--- config.mk ---
export PLATFORM = sky130hd
export DESIGN_NAME = am_ask_modulator
export DESIGN_NICKNAME = d
export VERILOG_FILES = /design/src/rtl/am_ask_modulator_pkg.sv /design/src/rtl/am_ask_modulator_symgen.sv /design/src/rtl/am_ask_modulator.sv
export SDC_FILE = /design/constraint.sdc
export NUM_CORES = 1
export LEC_CHECK = 0
export BUFFER_PORTS_ARGS = -buffer_cell sky130_fd_sc_hd__buf_2
export CORE_UTILIZATION = 61
export DETAILED_ROUTE_END_ITERATION = 10
export GPL_TIMING_DRIVEN = 0
export PLACE_DENSITY_LB_ADDON = 0.1
export RECOVER_POWER = 25
export SETUP_SLACK_MARGIN = 0.15
export SYNTH_ARGS = -nofsm -noshare
export SYNTH_HDL_FRONTEND = slang
export SYNTH_SLANG_ARGS = --single-unit
--- constraint.sdc ---
create_clock -name clk -period 6.7 [get_ports clk]
set_clock_uncertainty 0.2 [all_clocks]
set_input_delay 1.34 -clock clk [delete_from_list [all_inputs] [get_ports clk]]
set_output_delay 1.34 -clock clk [all_outputs]
set_load 0.01 [all_outputs]
--- src/rtl/am_ask_modulator_pkg.sv ---
// Shared constants and helpers for the AM/ASK modulator: mode encoding,
// PRBS7 generator definition and offset-binary / clipping helpers.
package am_ask_modulator_pkg;

  typedef enum logic [1:0] {
    MODE_AM   = 2'd0,
    MODE_ASK  = 2'd1,
    MODE_PASS = 2'd2,
    MODE_MUTE = 2'd3
  } mode_e;

  // PRBS7 x^7 + x^6 + 1, shifted towards the MSB
  localparam logic [6:0] PRBS7_SEED  = 7'h7F;
  localparam int         PRBS7_TAP_A = 6;
  localparam int         PRBS7_TAP_B = 5;

  function automatic logic [63:0] midscale(input int unsigned w);
    return 64'd1 << (w - 1);
  endfunction

  function automatic logic signed [63:0] clip_s(input logic signed [63:0] v,
                                                input int unsigned        w);
    logic signed [63:0] hi;
    logic signed [63:0] lo;
    hi = (64'sd1 <<< (w - 1)) - 64'sd1;
    lo = -(64'sd1 <<< (w - 1));
    if (v > hi) return hi;
    if (v < lo) return lo;
    return v;
  endfunction

endpackage

--- src/rtl/am_ask_modulator_symgen.sv ---
// Symbol timer plus PRBS7 data source; the LFSR steps once per symbol boundary.
module ask_symbol_gen
  import am_ask_modulator_pkg::*;
#(
  parameter int unsigned SYM_DIV = 250000
) (
  input  logic clk,
  input  logic rst_n,
  input  logic sym_en_i,
  output logic sym_bit_o,
  output logic sym_strobe_o
);

  localparam logic [31:0] LAST = 32'(SYM_DIV - 1);

  logic [31:0] cnt_q;
  logic [6:0]  lfsr_q;
  logic        strobe_q;

  always_ff @(posedge clk or negedge rst_n) begin
    if (!rst_n) begin
      cnt_q    <= '0;
      lfsr_q   <= PRBS7_SEED;
      strobe_q <= 1'b0;
    end else if (sym_en_i) begin
      if (cnt_q == LAST) begin
        cnt_q    <= '0;
        lfsr_q   <= {lfsr_q[5:0], lfsr_q[PRBS7_TAP_A] ^ lfsr_q[PRBS7_TAP_B]};
        strobe_q <= 1'b1;
      end else begin
        cnt_q    <= cnt_q + 32'd1;
        strobe_q <= 1'b0;
      end
    end else begin
      strobe_q <= 1'b0;
    end
  end

  assign sym_bit_o    = lfsr_q[6];
  assign sym_strobe_o = strobe_q;

endmodule

--- src/rtl/am_ask_modulator.sv ---
// Three-stage AM / ASK modulator producing offset-binary DAC samples:
// envelope select, full-precision multiply, then shift/clip/offset.
module am_ask_modulator
  import am_ask_modulator_pkg::*;
#(
  parameter int          CW      = 14,
  parameter int          MW      = 8,
  parameter int          DW      = 9,
  parameter int          OW      = 14,
  parameter int          SHIFT   = 8,
  parameter int unsigned SYM_DIV = 250000
) (
  input  logic          clk,
  input  logic          rst_n,
  input  logic          in_valid,
  input  logic [CW-1:0] carrier,
  input  logic [MW-1:0] message,
  input  logic [DW-1:0] depth,
  input  logic [1:0]    mode,
  input  logic          sym_en,
  output logic          out_valid,
  output logic [OW-1:0] am_out,
  output logic          sat,
  output logic          sym_bit,
  output logic          sym_strobe
);

  localparam int EW = ((MW > DW) ? MW : DW) + 2;
  localparam int PW = CW + EW;
  localparam logic signed [EW-1:0] PASS_ENV = EW'(2 ** SHIFT);
  localparam logic [OW-1:0]        MID      = OW'(midscale(OW));

  ask_symbol_gen #(.SYM_DIV(SYM_DIV)) u_symgen (
    .clk          (clk),
    .rst_n        (rst_n),
    .sym_en_i     (sym_en),
    .sym_bit_o    (sym_bit),
    .sym_strobe_o (sym_strobe)
  );

  logic signed [MW-1:0] msg_tc;
  logic signed [EW-1:0] msg_s, depth_s, env_d;
  assign msg_tc  = {~message[MW-1], message[MW-2:0]};
  assign msg_s   = {{(EW-MW){msg_tc[MW-1]}}, msg_tc};
  assign depth_s = {{(EW-DW){1'b0}}, depth};

  always_comb begin
    env_d = '0;
    case (mode_e'(mode))
      MODE_AM:   env_d = msg_s + depth_s;
      MODE_ASK:  env_d = sym_bit ? depth_s : '0;
      MODE_PASS: env_d = PASS_ENV;
      default:   env_d = '0;
    endcase
  end

  // stage 1 -> stage 2: envelope and carrier captured with the sample
  logic signed [CW-1:0] carrier_p0_q;
  logic signed [EW-1:0] env_p0_q;
  logic signed [PW-1:0] prod_d, prod_p1_q;
  logic                 vld_p0_q, vld_p1_q;

  assign prod_d = PW'(carrier_p0_q) * PW'(env_p0_q);

  always_ff @(posedge clk) begin
    carrier_p0_q <= carrier;
    env_p0_q     <= env_d;
    prod_p1_q    <= prod_d;
  end

  // stage 3: floor shift, clip, flip sign bit into offset binary
  logic signed [63:0] q_d, clip_d;
  logic [OW-1:0]      am_d;
  logic               sat_d;
  logic               out_valid_q, sat_q;
  logic [OW-1:0]      am_out_q;

  assign q_d    = 64'(prod_p1_q) >>> SHIFT;
  assign clip_d = clip_s(q_d, OW);
  assign sat_d  = (clip_d != q_d);
  assign am_d   = {~clip_d[OW-1], clip_d[OW-2:0]};

  always_ff @(posedge clk or negedge rst_n) begin
    if (!rst_n) begin
      vld_p0_q    <= 1'b0;
      vld_p1_q    <= 1'b0;
      out_valid_q <= 1'b0;
      sat_q       <= 1'b0;
      am_out_q    <= MID;
    end else begin
      vld_p0_q    <= in_valid;
      vld_p1_q    <= vld_p0_q;
      out_valid_q <= vld_p1_q;
      if (vld_p1_q) begin
        am_out_q <= am_d;
        sat_q    <= sat_d;
      end
    end
  end

  assign out_valid = out_valid_q;
  assign am_out    = am_out_q;
  assign sat       = sat_q;

endmodule

== Word-level counts from Yosys, hierarchy flattened ==
Cells that the tools add are included.

* RAM bits: 0
* Memory bits (read-only): 0
* Memories: 0
* Input bits: 37
* Word-level logic and storage cells: 37
* Bits in latches: 0
* Register bits: 108
* Output and inout bits: 18

* Reductions and logical operators: 2
* Div/mod/pow operators: 0
* Shift-type cells: 0
* Mux-type cells: 12
* $mul: 1
* $add $sub $neg: 2
* $lt $le $gt $ge: 2
* Equal/unequal tests: 4
* Bitwise operators: 3

{| class="wikitable"
|+ Operators with widths
! operator !! number
|-
| two-way mux 64 bit || 4
|-
| != test 64 x 17 -> 1 bit || 1
|-
| one-hot mux 11 bit (3 select lines) || 1
|-
| adder 32 x 1 -> 32 bit (second input constant) || 1
|-
| equality test 32 x 18 -> 1 bit (second input constant) || 1
|-
| two-way mux 32 bit || 1
|-
| multiplier 14 x 11 -> 25 bit || 1
|-
| > comparator 17 x 14 -> 1 bit (second input constant) || 1
|-
| < comparator 17 x 14 -> 1 bit (second input constant) || 1
|-
| adder 8 x 10 -> 11 bit || 1
|-
| two-way mux 9 bit || 1
|-
| two-way mux 1 bit || 5
|-
| equality test 2 x 1 -> 1 bit (second input constant) || 1
|-
| equality test 2 bit (second input constant) || 1
|-
| zero test 2 bit || 1
|-
| NOT 1 bit || 2
|-
| AND reduction 2 bit || 1
|-
| bitwise XOR 1 bit || 1
|}

== Logic depth before layout (Yosys ltp) ==
Gate-level depths: netlist of run 1.

* Depth after elaboration: 6
* Gate-level depth with buffers: 20
* Gate-level depth less buffers: 18

== Hierarchy ==
A second synthesis of run 1 with hierarchy kept.

* Cells, all modules: 994
* Area total of the unflattened synthesis: 9781.9 µm²

{| class="wikitable"
|+ By module, submodules not included
! module !! cells each !! area an instance (µm²) !! instances
|-
| am_ask_modulator || 826 || 7808.7 || 1
|-
| ask_symbol_gen || 168 || 1973.1 || 1
|}

== Worst setup path after synthesis of run 1 ==
Ideal clock, no wire load.

* Kind: register to register
* From: reg env_p0_q[10]
* To: reg prod_p1_q[24]
* Slack: 1289 ps
* Required time: 6428 ps
* Data arrival time: 5139 ps
* Library setup time: 72 ps
* Path buffers: 1
* Cell stages (with the launch flop): 18
* Cells stage by stage: dfxtp_1 > inv_1 > clkbuf_1 > nor2_1 > fa_1 > fa_1 > fa_1 > fa_1 > inv_1 > fa_1 > inv_1 > ha_1 > and3_1 > a221o_1 > a221oi_2 > nand2_1 > a221oi_2 > xnor2_1

* Cells in the longest elaborated chain, start to end: 1

{| class="wikitable"
|+ Ends and longest elaborated chain
! item !! line !! text
|-
| start: declaration || am_ask_modulator.sv:59 || <nowiki>logic signed [EW-1:0] env_p0_q;</nowiki>
|-
| start signal: assignment || am_ask_modulator.sv:67 || <nowiki>env_p0_q <= env_d;</nowiki>
|-
| multiplier 14 x 11 -> 25 bit || am_ask_modulator.sv:63 || <nowiki>assign prod_d = PW'(carrier_p0_q) * PW'(env_p0_q);</nowiki>
|-
| named net prod_d[24] || am_ask_modulator.sv:60 || <nowiki>logic signed [PW-1:0] prod_d, prod_p1_q;</nowiki>
|-
| end signal: assignment || am_ask_modulator.sv:68 || <nowiki>prod_p1_q <= prod_d;</nowiki>
|-
| end: declaration || am_ask_modulator.sv:60 ||
|}

The timed path passes the listed nets, and every way through them passes these cells.
A chain may end at the register's enable or synchronous reset.

== Worst setup path after layout of run 1 ==
* From: reg env_p0_q[7]
* To: reg prod_p1_q[24]

Same word-level chain as after synthesis.

==> results of run 1 <==
==> state kept, by name (all words and copies together), names as in the netlist <==
| signal | flops |
|---|---|
| u_symgen.cnt_q | 32 |
| prod_p1_q | 17 |
| am_out | 14 |
| carrier_p0_q | 14 |
| env_p0_q | 11 |
| u_symgen.lfsr_q | 7 |
| out_valid | 1 |
| sat | 1 |
| u_symgen.sym_strobe_o | 1 |
| vld_p0_q | 1 |
| vld_p1_q | 1 |
==> layer usage <==
metal  wire [um]  GRT usage [%]  up-vias
met5           0              0        -
met4         484          9.314        0
met3         730          3.266       32
met2        8990          43.30      139
met1        8323          34.34     3311
li1            -              -     3199
==> layout make-up <==
class                           count  share of cell area (%)
Multi-Input combinational cell    666                   61.34
Sequential cell                   100                   22.04
Inverter                          195                   7.008
Timing Repair Buffer               54                   2.576
Tap cell                          211                   2.528
Clock buffer                        9                   2.156
Buffer                             35                   1.498
Clock inverter                      7                  0.8506
==> synth_stat cells, drive strengths merged, types with 7 or more instances <==
| master | count | share of area, % |
|---|---|---|
| dfxtp | 42 | 8.8 |
| o22a | 13 | 1.2 |
| and3 | 12 | 0.80 |
| nand4 | 10 | 0.65 |
| mux2 | 7 | 0.90 |
| o21ai | 15 | 0.78 |
| xor2 | 18 | 1.6 |
| nor2 | 45 | 1.8 |
| clkbuf | 32 | 1.3 |
| nor2b | 17 | 1.1 |
| dfrtp | 50 | 13 |
| nand3 | 18 | 0.94 |
| dfstp | 8 | 2.2 |
| nand2b | 7 | 0.46 |
| a21oi | 24 | 1.3 |
| nand2 | 101 | 4.0 |
| ha | 63 | 8.2 |
| inv | 195 | 7.6 |
| xnor2 | 43 | 3.9 |
| and2 | 65 | 4.2 |
| nor3 | 12 | 0.68 |
| fa | 143 | 30 |
| nor4 | 7 | 0.52 |
==> per-stage QoR <==
stage,util [%],area [sq um],hold slack (ns),setup slack (ns)
floorplan,-,9597,0.1312,1.289
global placement,66.40,10130,0.1431,0.4905
detailed placement,66.40,10130,0.1365,0.5073
CTS,68.45,10450,0.1559,0.4500
global route,68.45,10440,0.1761,0.1853
finish,68.45,10440,0.1515,0.4443
==> logic make-up (layout without fill, tap and decap cells) <==
group | after synthesis | count (layout) | synth area share [%]
compound gates | 82 | 82 | 5.776
xor+xnor | 61 | 61 | 5.567
fa+ha+maj | 206 | 206 | 38.04
buf+inv | 230 | 300 | 9.257
flops | 100 | 100 | 23.99
mux | 8 | 8 | 1.004
simple gates | 309 | 309 | 16.36
==> path summary, 6_finish.rpt <==
path	start	endpoint	slack [ns]
min	vld_p0_q	vld_p1_q	0.15
min in group asynchronous	rst_n	out_valid	1.75
min reg2reg	vld_p0_q	vld_p1_q	0.15
max reg2reg	env_p0_q[7]	prod_p1_q[24]	0.44
max	env_p0_q[7]	prod_p1_q[24]	0.44
max in group asynchronous	rst_n	u_symgen.sym_strobe_o	2.86
==> where the power goes <==
| group | internal [W] | total [W] | switching [W] |
|---|---|---|---|
| logic | 0.000571 | 0.00132 | 0.000749 |
| clock network | 0.000271 | 0.000540 | 0.000269 |
| registers | 0.000735 | 0.000822 | 0.0000874 |
==> key figures, run 1 <==
Run status
  – Status: complete, but fails checks
  – Failing checks: capacitance limit, slew limit

Final layout
  – Filler cells: 1,244
  – Most frequent cells in the layout: 195 x inv_1, 143 x fa_1, 101 x nand2_1
  – Final #Nets: 1,304
  – Sequential Area: 0.002302 sq mm
  – Share of cells above drive strength 1: 9.193%
  – Area of the multi-input gates: 0.006406 sq mm
  – Most common cell after layout, fill and taps aside: inv_1
  – Diodes inserted: 0
  – Finished Layout Cells: 1,277
  – Syn-to-layout area delta: 8.827%

Critical path
  – CP arrival: 6.32 ns
  – Worst Path Required: 6.77 ns
  – Cell family with most CP delay: adder cells
  – CP startpoint kind: register
  – Worst Reg2Reg Path Length in Cells: 17
  – Top cell by count, worst path: fa_1
  – Max FO, Critical Path: 10
  – CP cell instances: clkbuf_1 -> nand2_1 -> fa_1 -> inv_1 -> fa_1 -> fa_1 -> fa_1 -> inv_1 -> fa_1 -> inv_1 -> ha_1 -> a2111oi_0 -> o21ai_0 -> o2111ai_1 -> nand2_1 -> a221oi_2 -> xnor2_1
  – Buf/Inv on CP: 4
  – Crit-path max cell delay: 0.57 ns
  – Levels on crit path: 17
  – Crit path kind: reg2reg
  – Crit. End Element: register
  – Slowest cell on crit path: fa_1

Yosys
  – Syn Area/Cell: 9.635 sq um
  – Area of the mapped netlist: 0.009597 sq mm
  – Post-synth top flop: dfrtp_1
  – Syn Inst Count: 996
  – #FFs+latches synth: 100
  – Number of synthesized flops with an enable pin: 0
  – Share of flip-flops with an asynchronous set or reset: 58.00%
  – YS warnings: 0
  – Netlist cell types: 55
  – Sequential share of the synthesized area: 23.99%
  – Syn Nets: 1,239

Timing
  – Hold Fails Final Rpt: 0
  – RSZ-0062 raised after global routing: false
  – Setup TNS: 0 ns
  – Slew Viols, Final: 59
  – Minimum clock period: 6.256 ns
  – Tcrit/Tclk final: 93.37%
  – FMAX: 159.9 MHz
  – Finish-stage setup viols: 0
  – Slew margin rel.: -99.91%
  – Worst-Margin Slew: 2.999 ns

Min path
  – Hold Path Depth: 0
  – Hold Crit Class: reg2reg

Clock network
  – Post-cts resize count: 0
  – CTS Buf Count: 9
  – CTS tree: built
  – Worst-path clk slew: 0.08 ns
  – Clk sinks: 100
  – H-tree levels: 3
  – Setup Fix Bufs, Post-CTS: 0
  – Later-pin clock latency in the skew report: 0.36 ns
  – Clock tree buffer depth: 2
  – Hold Buf Count CTS: 0
  – Root buffer cell: clkbuf_16

Run
  – Max cap viols: 1

Routing
  – Antenna viol nets, final: 0
  – Routed WL per cell: 14.51 um
  – 1st-pass router iterations: 5
  – 1st-iter DRT viols: 341
  – Avg Vias per Cell: 5.232
  – Post-Route WL: 18,530 um
  – Routed via count: 6,681
  – Detailed-route DRC error count: 0

Placement
  – I/O Buffers: 54
  – HPWL after detailed placement: 15,010 um
  – GPL Wtd Cong: 0.8760
  – Cell Count Post-Placement: 1,261

Global routing
  – Global Route Usage Sum: 25.71%
  – Global-route wire length before repair: 32,280 um
  – Vias in the first global route: 6,935
  – Aggregate global routing overflow: 0
  – Pin count of the biggest net entering global routing: 59
  – Antenna violations before repair: 0

Die
  – Area of the die: 0.01624 sq mm
  – Initial core utilization: 62.89%
  – Height of the chip: 127.4 um
  – Die Width: 127.4 um
  – # rows: 45
  – # IOs: 55
  – Core ar.: 0.01526 sq mm

Power and ir drop
  – Peak VDD IR: 0.1898 mV
  – Pleak: 5.143 nW
  – P per Cell Area: 256.8 mW/mm^2
  – Tot Pwr: 0.002682 W
No activity file was read; power rests on OpenSTA's default activity.
==> run 2: changes to the inputs <==
--- a/config.mk
+++ b/config.mk
@@ -6,7 +6,7 @@
 export NUM_CORES = 1
 export LEC_CHECK = 0
 export BUFFER_PORTS_ARGS = -buffer_cell sky130_fd_sc_hd__buf_2
-export CORE_UTILIZATION = 61
+export CORE_UTILIZATION = 40
 export DETAILED_ROUTE_END_ITERATION = 10
 export GPL_TIMING_DRIVEN = 0
 export PLACE_DENSITY_LB_ADDON = 0.1
==> key figures, run 2 (synthesis results as in run 1) <==
Clock network
  – Post-cts resize count: 0 (unchanged)
  – CTS Buf Count: 9 (unchanged)
  – Setup Fix Bufs, Post-CTS: 0 (unchanged)
  – Worst-path clk slew: 0.09 ns (about the same)
  – H-tree levels: 3 (unchanged)
  – Clock tree buffer depth: 2 (unchanged)
  – Clk sinks: 100 (unchanged)
  – Hold Buf Count CTS: 0 (unchanged)
  – CTS tree: built
  – Later-pin clock latency in the skew report: 0.36 ns (about the same)
  – Root buffer cell: clkbuf_16

Power and ir drop
  – Peak VDD IR: 0.1357 mV (-29%)
  – P per Cell Area: 255.0 mW/mm^2 (-0.70%)
  – Pleak: 5.164 nW (+0.42%)

Min path
  – Hold Crit Class: reg2reg
  – Hold Startpoint: vld_p0_q
  – Hold Path Depth: 0 (unchanged)
  – Hold endpoint: vld_p1_q

Final layout
  – Final #Nets: 1,304 (unchanged)
  – Top Registers: u_symgen.cnt_q: 32 flops, prod_p1_q: 17 flops
  – Filler cells: 2,350 (+89%)
  – Max reg flops: 32 (unchanged)
  – Fin area: 0.01059 sq mm (+1.4%)
  – Largest reg by FF count: u_symgen.cnt_q
  – Most frequent cells in the layout: 195 x inv_1, 143 x fa_1, 101 x nand2_1
  – Diodes inserted: 0 (unchanged)
  – Syn-to-layout area delta: 10.30%
  – Share of cells above drive strength 1: 9.850% (+0.66 points)
  – Most common cell after layout, fill and taps aside: inv_1
  – Finished Layout Cells: 1,385 (+8.5%)

Die
  – # IOs: 55 (unchanged)
  – Core ar.: 0.02347 sq mm (+54%)
  – Area of the die: 0.02461 sq mm (+52%)
  – Die Width: 156.9 um (+23%)
  – # rows: 56 (+24%)
  – Initial core utilization: 40.88% (-22 points)
  – Height of the chip: 156.9 um (+23%)

Global routing
  – Antenna violations before repair: 0 (unchanged)
  – Pin count of the biggest net entering global routing: 59 (unchanged)
  – Global Route Usage Sum: 18.14% (-7.6 points)
  – Global-route wire length before repair: 34,450 um (+6.7%)
  – Vias in the first global route: 6,888 (-0.68%)
  – Aggregate global routing overflow: 0 (unchanged)

Timing
  – Slew Viols, Final: 59 (unchanged)
  – Slew margin rel.: -111.3% (-11 points)
  – Minimum clock period: 6.172 ns (-0.08327 ns)
  – Worst-Margin Slew: 3.170 ns (+0.1709 ns)
  – Setup TNS: 0 ns (unchanged)
  – RSZ-0062 raised after global routing: false
  – Tcrit/Tclk final: 92.13% (-1.2 points)
  – Hold Fails Final Rpt: 0 (unchanged)
  – FMAX: 162.0 MHz (+1.3%)
  – Hold slack: 0.1544 ns (+0.002908 ns)
  – Finish-stage setup viols: 0 (unchanged)
  – Setup ws final: 0.5276 ns (+0.08327 ns)

Critical path
  – Worst R2R Setup Slack: 0.53 ns (+0.08 ns)
  – R2r startpoint: env_p0_q[8]
  – FF-to-FF End: prod_p1_q[24]
  – CP arrival: 6.20 ns (-0.12 ns)
  – Crit path kind: reg2reg
  – Crit. End Element: register
  – Setup crit start: env_p0_q[8]
  – Worst Path Required: 6.73 ns (-0.04 ns)
  – CP startpoint kind: register
  – Worst Reg2Reg Path Length in Cells: 16 (-1)
  – Top cell by count, worst path: fa_1
  – Buf/Inv on CP: 3 (-1)
  – CP cell instances: buf_1 -> and2_1 -> fa_1 -> fa_1 -> fa_1 -> fa_1 -> inv_1 -> fa_1 -> inv_1 -> ha_1 -> a2111oi_0 -> o21ai_1 -> o2111ai_1 -> nand2_1 -> a221oi_2 -> xnor2_1
  – Cell family with most CP delay: adder cells
  – Crit-path max cell delay: 0.54 ns (-0.03 ns)
  – Slowest cell on crit path: fa_1
  – Max FO, Critical Path: 10 (unchanged)

Run
  – Max cap viols: 1 (unchanged)

Run status
  – Failing checks: capacitance limit, slew limit
  – Status: complete, but fails checks

Placement
  – Placed Area: 0.01027 sq mm (+1.3%)
  – I/O Buffers: 54 (unchanged)
  – Place WS: 0.2181 ns (-0.2893 ns)
  – Cell Count Post-Placement: 1,369 (+8.6%)
  – HPWL after detailed placement: 16,330 um (+8.8%)
  – GPL Wtd Cong: 0.8084 (-7.7%)

Routing
  – Avg Vias per Cell: 4.721 (-9.8%)
  – Post-Route WL: 19,960 um (+7.7%)
  – 1st-iter DRT viols: 255 (-25%)
  – Routed WL per cell: 14.41 um (-0.66%)
  – Detailed-route DRC error count: 0 (unchanged)
  – Routed via count: 6,538 (-2.1%)
  – Antenna viol nets, final: 0 (unchanged)
  – 1st-pass router iterations: 4 (-1)
-- run 2: cell count changes in the layout (fill, tap and decap cells not counted), sizes merged --
cell    previous run  this run
clkbuf            43        42
buf               55        56
-- run 2: worst max path at each step --
stage / cells after the start / to
after detailed placement: 17 / prod_p1_q[24]
final: 16 / prod_p1_q[24]
after global placement: 17 / prod_p1_q[24]
after global routing: 17 / prod_p1_q[24]
after CTS: 17 / prod_p1_q[24]
after floorplan: 17 / prod_p1_q[24]
-- run 2: power by group --
| part | switching (W) | total (W) | internal, W | leakage (nW) |
|---|---|---|---|---|
| Clock | 0.000280 | 0.000550 | 0.000270 | 0.151 |
| Sequential | 0.0000874 | 0.000822 | 0.000735 | 1.07 |
| Combinational | 0.000759 | 0.00133 | 0.000567 | 3.95 |
-- run 2: cell type report --
cell class | instances | area, sq um | share of cell area (%)
plain buffers | 35 | 165.2 | 1.560
repair buffers | 54 | 269.0 | 2.541
well taps | 319 | 399.1 | 3.771
flip-flops and latches | 100 | 2302 | 21.75
clock inverters | 7 | 86.33 | 0.8156
inverters | 195 | 732.0 | 6.915
clock buffers | 9 | 225.2 | 2.128
multi-input cells | 666 | 6406 | 60.52
-- run 2: through the flow --
| stage | total power [W] | util (%) |
|---|---|---|
| 6_report | 0.002699 | 45.10 |
| 5_1_grt | 0.002979 | 45.10 |
| 4_1_cts | 0.002752 | 45.06 |
| 3_3_place_gp | 0.002179 | 43.74 |
| 3_5_place_dp | 0.002184 | 43.74 |
| 2_1_floorplan | 0.001825 | - |
-- run 2: metal layers --
layer  global-route usage (%)  share of wire, %  routed length (um)  vias to the layer above
met2                    29.04                46                9154                       79
met4                    4.295               1.3                 252                        0
met5                        0                 0                   0                        -
met3                    3.029               2.5                 508                       12
li1                         -                 -                   -                     3208
met1                    25.55                50               10050                     3239
